### config.mk
export PLATFORM = sky130hd
export DESIGN_NAME = pll_fb_divider_flat
export DESIGN_NICKNAME = d
export VERILOG_FILES = /design/src/rtl/pll_fb_divider_if.sv /design/src/rtl/pll_fb_divider.sv /design/src/flat_wrapper.sv
export SDC_FILE = /design/constraint.sdc
export NUM_CORES = 1
export LEC_CHECK = 0
export ABC_AREA = 1
export CAP_MARGIN = 15
export CORE_ASPECT_RATIO = 1.25
export CORE_MARGIN = 5
export CORE_UTILIZATION = 40
export CTS_BUF_LIST = sky130_fd_sc_hd__clkbuf_4
export DETAILED_ROUTE_END_ITERATION = 8
export GPL_ROUTABILITY_DRIVEN = 1
export MAX_ROUTING_LAYER = met4
export PLACE_DENSITY_LB_ADDON = 0.12
export RECOVER_POWER = 25
export SYNTH_ARGS = -nofsm -noshare
export SYNTH_HDL_FRONTEND = slang
export SYNTH_SLANG_ARGS = --single-unit
### constraint.sdc
create_clock -name clk -period 3.3 [get_ports clk]
set_input_delay 0.33 -clock clk [delete_from_list [all_inputs] [get_ports clk]]
set_output_delay 0.33 -clock clk [all_outputs]
set_load 0.02 [all_outputs]
### src/rtl/pll_fb_divider_if.sv
`default_nettype none
// ============================================================================
//  Module      : pll_fb_divider_if
//  Description : Control/status bundle of the PLL feedback divider.
//  Revision    : 1.0 - initial release
// ============================================================================
interface pll_fb_divider_if #(
    parameter int DIV_W = 8
);
    logic             enable;
    logic [DIV_W-1:0] ndiv;
    logic             ndiv_load;
    logic             ndiv_ack;
    logic             fbclk;
    logic             wrap;
    logic [DIV_W-1:0] ndiv_active;

    modport master (
        output enable, ndiv, ndiv_load,
        input  ndiv_ack, fbclk, wrap, ndiv_active
    );

    modport slave (
        input  enable, ndiv, ndiv_load,
        output ndiv_ack, fbclk, wrap, ndiv_active
    );
endinterface
`default_nettype wire

### src/rtl/pll_fb_divider.sv
`default_nettype none
// ============================================================================
//  Module      : pll_fb_divider
//  Description : Programmable integer feedback divider; ratio changes via
//                req/ack and take effect only at a period boundary.
//  Revision    : 1.0 - initial release
// ============================================================================
module pll_fb_divider #(
    parameter int DIV_W     = 8,
    parameter int DEFAULT_N = 8
) (
    input  wire logic         clk,
    input  wire logic         rst,
    pll_fb_divider_if.slave   bus
);
    localparam logic [DIV_W-1:0] c_default_n = DIV_W'(DEFAULT_N);
    localparam logic [DIV_W-1:0] c_one       = DIV_W'(1);
    localparam logic [DIV_W-1:0] c_min_n     = DIV_W'(2);
    localparam logic [DIV_W:0]   c_one_w     = (DIV_W+1)'(1);

    logic [DIV_W-1:0] r_cnt;
    logic [DIV_W-1:0] r_nact;
    logic [DIV_W-1:0] r_shadow;
    logic             r_pending;
    logic             r_fbclk;
    logic             r_wrap;
    logic             r_ack;

    logic [DIV_W-1:0] w_cnt_next;
    logic [DIV_W-1:0] w_nact_next;
    logic [DIV_W-1:0] w_shadow_next;
    logic             w_pending_next;
    logic             w_fbclk_next;
    logic             w_wrap_next;
    logic             w_ack_next;
    logic             w_at_wrap;
    logic [DIV_W:0]   w_hi;

    always_comb begin
        w_cnt_next     = r_cnt;
        w_nact_next    = r_nact;
        w_shadow_next  = r_shadow;
        w_pending_next = r_pending;
        w_fbclk_next   = r_fbclk;
        w_wrap_next    = 1'b0;
        w_ack_next     = 1'b0;
        w_at_wrap      = (r_cnt == (r_nact - c_one));

        if (bus.enable) begin
            if (w_at_wrap) begin
                w_cnt_next  = '0;
                w_wrap_next = 1'b1;
                if (r_pending) begin
                    w_nact_next    = r_shadow;
                    w_pending_next = 1'b0;
                    w_ack_next     = 1'b1;
                end
            end else begin
                w_cnt_next = r_cnt + c_one;
            end
        end

        // Capture looks at the pending flag before this edge, so a load that
        // lands on the applying wrap is dropped and one on a plain wrap waits.
        if (bus.ndiv_load && !r_pending) begin
            w_shadow_next  = (bus.ndiv < c_min_n) ? c_min_n : bus.ndiv;
            w_pending_next = 1'b1;
        end

        // Extra bit keeps Nact+1 from overflowing at the maximum ratio.
        w_hi = ({1'b0, w_nact_next} + c_one_w) >> 1;
        if (bus.enable) begin
            w_fbclk_next = ({1'b0, w_cnt_next} < w_hi);
        end
    end

    always_ff @(posedge clk or posedge rst) begin
        if (rst) begin
            r_cnt     <= c_default_n - c_one;
            r_nact    <= c_default_n;
            r_shadow  <= '0;
            r_pending <= 1'b0;
            r_fbclk   <= 1'b0;
            r_wrap    <= 1'b0;
            r_ack     <= 1'b0;
        end else begin
            r_cnt     <= w_cnt_next;
            r_nact    <= w_nact_next;
            r_shadow  <= w_shadow_next;
            r_pending <= w_pending_next;
            r_fbclk   <= w_fbclk_next;
            r_wrap    <= w_wrap_next;
            r_ack     <= w_ack_next;
        end
    end

    assign bus.fbclk       = r_fbclk;
    assign bus.wrap        = r_wrap;
    assign bus.ndiv_ack    = r_ack;
    assign bus.ndiv_active = r_nact;
endmodule
`default_nettype wire

### src/flat_wrapper.sv
// flat-port wrapper written by rule: the top's interface ports become plain ports
module pll_fb_divider_flat 
#(
    parameter int DIV_W     = 8,
    parameter int DEFAULT_N = 8
)
  (clk, rst, bus_enable, bus_ndiv, bus_ndiv_load, bus_ndiv_ack, bus_fbclk, bus_wrap, bus_ndiv_active);
  pll_fb_divider_if #(.DIV_W(DIV_W)) bus_i ();
  input  wire logic clk;
  input  wire logic rst;
  input wire logic [$bits(bus_i.enable)-1:0] bus_enable;
  input wire logic [$bits(bus_i.ndiv)-1:0] bus_ndiv;
  input wire logic [$bits(bus_i.ndiv_load)-1:0] bus_ndiv_load;
  output wire logic [$bits(bus_i.ndiv_ack)-1:0] bus_ndiv_ack;
  output wire logic [$bits(bus_i.fbclk)-1:0] bus_fbclk;
  output wire logic [$bits(bus_i.wrap)-1:0] bus_wrap;
  output wire logic [$bits(bus_i.ndiv_active)-1:0] bus_ndiv_active;
  assign bus_i.enable = bus_enable;
  assign bus_i.ndiv = bus_ndiv;
  assign bus_i.ndiv_load = bus_ndiv_load;
  assign bus_ndiv_ack = bus_i.ndiv_ack;
  assign bus_fbclk = bus_i.fbclk;
  assign bus_wrap = bus_i.wrap;
  assign bus_ndiv_active = bus_i.ndiv_active;
  pll_fb_divider #(.DIV_W(DIV_W), .DEFAULT_N(DEFAULT_N)) u_core (.clk(clk), .rst(rst), .bus(bus_i));
endmodule
==> flow_summary.yaml <==
power_and_ir_drop:
  clkPwrFrac_pct: 12.2
  switching_share_pct: 41.4
  leakage_uw: 0.00124
  power_density_nw_per_um2: 514
  share_seq_of_total_power_pct: 39.7
  p_int_uw: 715
  p_switching_uw: 505
  max-vdd-ir-drop_v: 0.000250
  comb_power_share_pct: 48.1
  power.total_uw: 1220
layout:
  n_antenna_cell: 0
  area.growth.synth_to_final_pct: 24.2
  drive_gt1_share_pct: 20.1
  finalNonFillerCells: 353
  fillCellCount: 497
  final_area_um2: 2370
  nNetsFinal: 316
sta:
  hold_ws_ps: 384
  tightest_slew_ps: 991
  rsz0062_at_grt: "true"
  skew_ps: 4.63
  timing.final.crit_share_pct: 97.1
  min_period_ps: 3200
  drv_slew: 0
  finalHoldViolations: 0
  timing.slew.headroom_pct: 33.9
  setup_violations: 0
  max_clock_freq_mhz: 312
worst_setup_path:
  crit_type: "register to register"
  cp_num_cells: 23
  startpoint: "u_core.bus.ndiv_active[1]$_DFF_PP0_"
  start_kind: "register"
  cp.required_ps: 3590
  cp_num_buf_inv: 5
  rr_worst_depth: 23
  slowest_stage: "dfrtp_1"
  crit_chain: "inv_2 > ha_4 > inv_2 > nand2_2 > nand2_2 > nor2_4 > nand4_1 > nor2_4 > nand3_4 > nor2_4 > buf_6 > nand2_4 > nand2_4 > nand2_4 > nor2_4 > nand4_1 > ha_1 > nand2_1 > inv_1 > buf_4 > a31oi_1 > nand2_1 > nand2_1"
  cpPeakStageDelay_ps: 460
  r2r_start: "u_core.bus.ndiv_active[1]$_DFF_PP0_"
  endpoint: "u_core.bus.fbclk$_DFFE_PP0P_"
  path_max_fanout: 7
  worst_setup_path_end_kind: "register"
  path_delay_family: "simple AND/OR/NAND/NOR gates"
  worstPathArrival_ps: 3490
  rrSetupSlack_ps: 100
  reg2reg_to: "u_core.bus.fbclk$_DFFE_PP0P_"
  cpMostUsedCell: "nor2_4"
clocking:
  h-tree-depth: 1
  clock_latency_ps: 340
  cts-root-buf: "clkbuf_4"
  clkTransAtPathRegs_ps: 150
  cts_tree: "done"
  cts_num_sinks: 28
  cts_max_path_buffers: 2
  holdBufCountCts: 0
  cts_buffers: 3
status:
  status: "complete, no violations"
global_routing:
  antenna_found_initial: 0
  track_usage_pct: 15.1
  grt_pass1_vias: 1622
  grt_pass1_wl_um: 7140
  grt_max_degree: 29
  grt_overflow_total: 0
place:
  place.gp.congestion: 0.832
  io_buffers: 22
  dpl_cell_area_um2: 2250
  dp_hpwl_um: 3460
  dpl.cell_count: 343
worst_hold_path:
  timing.hold.worst.class: "input pin to async pin"
logic_synthesis:
  synth_cell_types: 27
  synth-seq-cells: 28
  avgSynthCellArea_um2: 7.50
  synth_cells: 255
  synthesis.nets: 277
  ys_warn_count: 0
  yosysSeqAreaShare_pct: 36.9
  syn_area_um2: 1910
  async_reset_ff_share_pct: 100
  synth_top_area_share_pct: 31.4
  yosysTopAreaCell: "dfrtp_1"
  synth_edf_count: 0
  synth.area.top_cells: "dfrtp_1 31%, nand2_1 16%, inv_1 8.0%"
  synth_ff_type: "dfrtp_1"
route:
  vias: 1616
  totalWireLength_um: 4230
  drc: 0
  antenna_left: 0
  drt_iter0_drc: 35
  viasPerCell: 4.58
  dr.pass1.iters: 4
  wl_per_cell_um: 12.0
die:
  coreArea_um2: 4690
  design.portCount: 23
  die_w_um: 71.8
  die-area_um2: 6270
  dieHeight_um: 87.3
  initial_core_util_pct: 40.7
  core.rowCount: 28
flow_run:
  max-cap-violations: 0
-- through the flow --
step | TNS (ps) | util (%) | setup WS (ps)
floorplan | 0 | - | 151
finish | 0 | 50.6 | 96.0
global route | -225 | 50.6 | -225
CTS | 0 | 48.5 | 16.3
global placement | 0 | 47.9 | 93.3
detailed placement | 0 | 47.9 | 70.2
-- placed cells by master, fill, tap and decap left out, types with 2 or more instances in the layout --
cell type and count:
inv_1 39, nand3_1 14, nor2_1 13, nor3_1 4
xor2_1 6, a21oi_1 3, dfstp_2 4, nand2_1 78
o21ai_2 2, inv_2 4, buf_4 12, nor2_4 7
dfrtp_1 24, nand4_1 2, o21ai_0 9, ha_1 9
nand3b_1 2, nand2_2 9, xnor2_1 5, clkbuf_4 3
clkdlybuf4s50_1 21, or2_2 2, nor2_2 3, nand2_4 9
-- final cells by class --
type                            count  area [µm²]  area share [%]
Clock inverter                      1        3.75           0.158
Tap cell                           60        75.1            3.16
Sequential cell                    28         706            29.7
Clock buffer                        3        22.5           0.948
Inverter                           43         161            6.80
Multi-Input combinational cell    182        1080            45.5
Timing Repair Buffer               36         325            13.7
-- worst min-delay path by stage --
stage | start | endpoint | cells past startpoint
after floorplan | rst | u_core.bus.fbclk$_DFFE_PP0P_ | 1
after global placement | u_core.r_shadow[2]$_DFFE_PP0P_ | u_core.r_shadow[2]$_DFFE_PP0P_ | 2
after detailed placement | u_core.r_shadow[2]$_DFFE_PP0P_ | u_core.r_shadow[2]$_DFFE_PP0P_ | 2
after CTS | u_core.r_shadow[2]$_DFFE_PP0P_ | u_core.r_shadow[2]$_DFFE_PP0P_ | 2
after global routing | rst | u_core.bus.ndiv_active[7]$_DFF_PP0_ | 2
final | rst | u_core.r_cnt[3]$_DFF_PP0_ | 2
-- registers in the layout (all words and copies together) (netlist names) --
name	count
u_core.bus.fbclk	1
u_core.bus.ndiv_ack	1
u_core.bus.ndiv_active	8
u_core.bus.wrap	1
u_core.r_cnt	8
u_core.r_pending	1
u_core.r_shadow	8
-- power by group through the flow --
stage,sequential (µW),clock (µW),combinational [µW]
after global routing,493,169,674
after global placement,490,0,548
final,484,149,587
after floorplan,489,0,403
after detailed placement,491,0,550
after CTS,485,159,554
-- per-layer routing --
| metal | routed length [µm] | global-route usage, % | part of all wire [%] |
|---|---|---|---|
| met2 | 2390 | 29.7 | 57 |
| met5 | 0 | - | 0 |
| met3 | 89 | 1.04 | 2.1 |
| met4 | 63 | 5.30 | 1.5 |
| met1 | 1680 | 15.3 | 40 |
-- repair_timing --
| item | 4_1_cts | 5_1_grt |
|---|---|---|
| gates resized for setup | 0 | 15 |
| hold endpoints to repair | 0 | 0 |
| buffers inserted | 0 | 5 |
| setup endpoints to repair | 0 | 1 |
-- cell usage after synthesis, types with 2 or more instances --
cell type and instances:
nand2_4 5, nand3b_1 2, xor2_1 6, nor2_4 5
dfstp_2 4, nor2_1 14, nand3_1 14, nand4_1 2
or2_2 2, inv_1 41, nand2_1 82, o21ai_0 9
xnor2_1 5, nor3_1 4, nor2_2 4, nand2_2 9
a21oi_1 3, o21ai_2 2, inv_2 2, ha_1 10
dfrtp_1 24
-- cell families after synthesis --
logic type	share of synthesized area (%)
AND/OR/NAND/NOR	37.7
buffers and inverters	9.42
flip-flops	36.9
AO/OA/AOI/OAI	4.38
XOR/XNOR	5.04
adder cells (fa/ha/maj)	6.54
No activity file was read; power rests on OpenSTA's default activity.
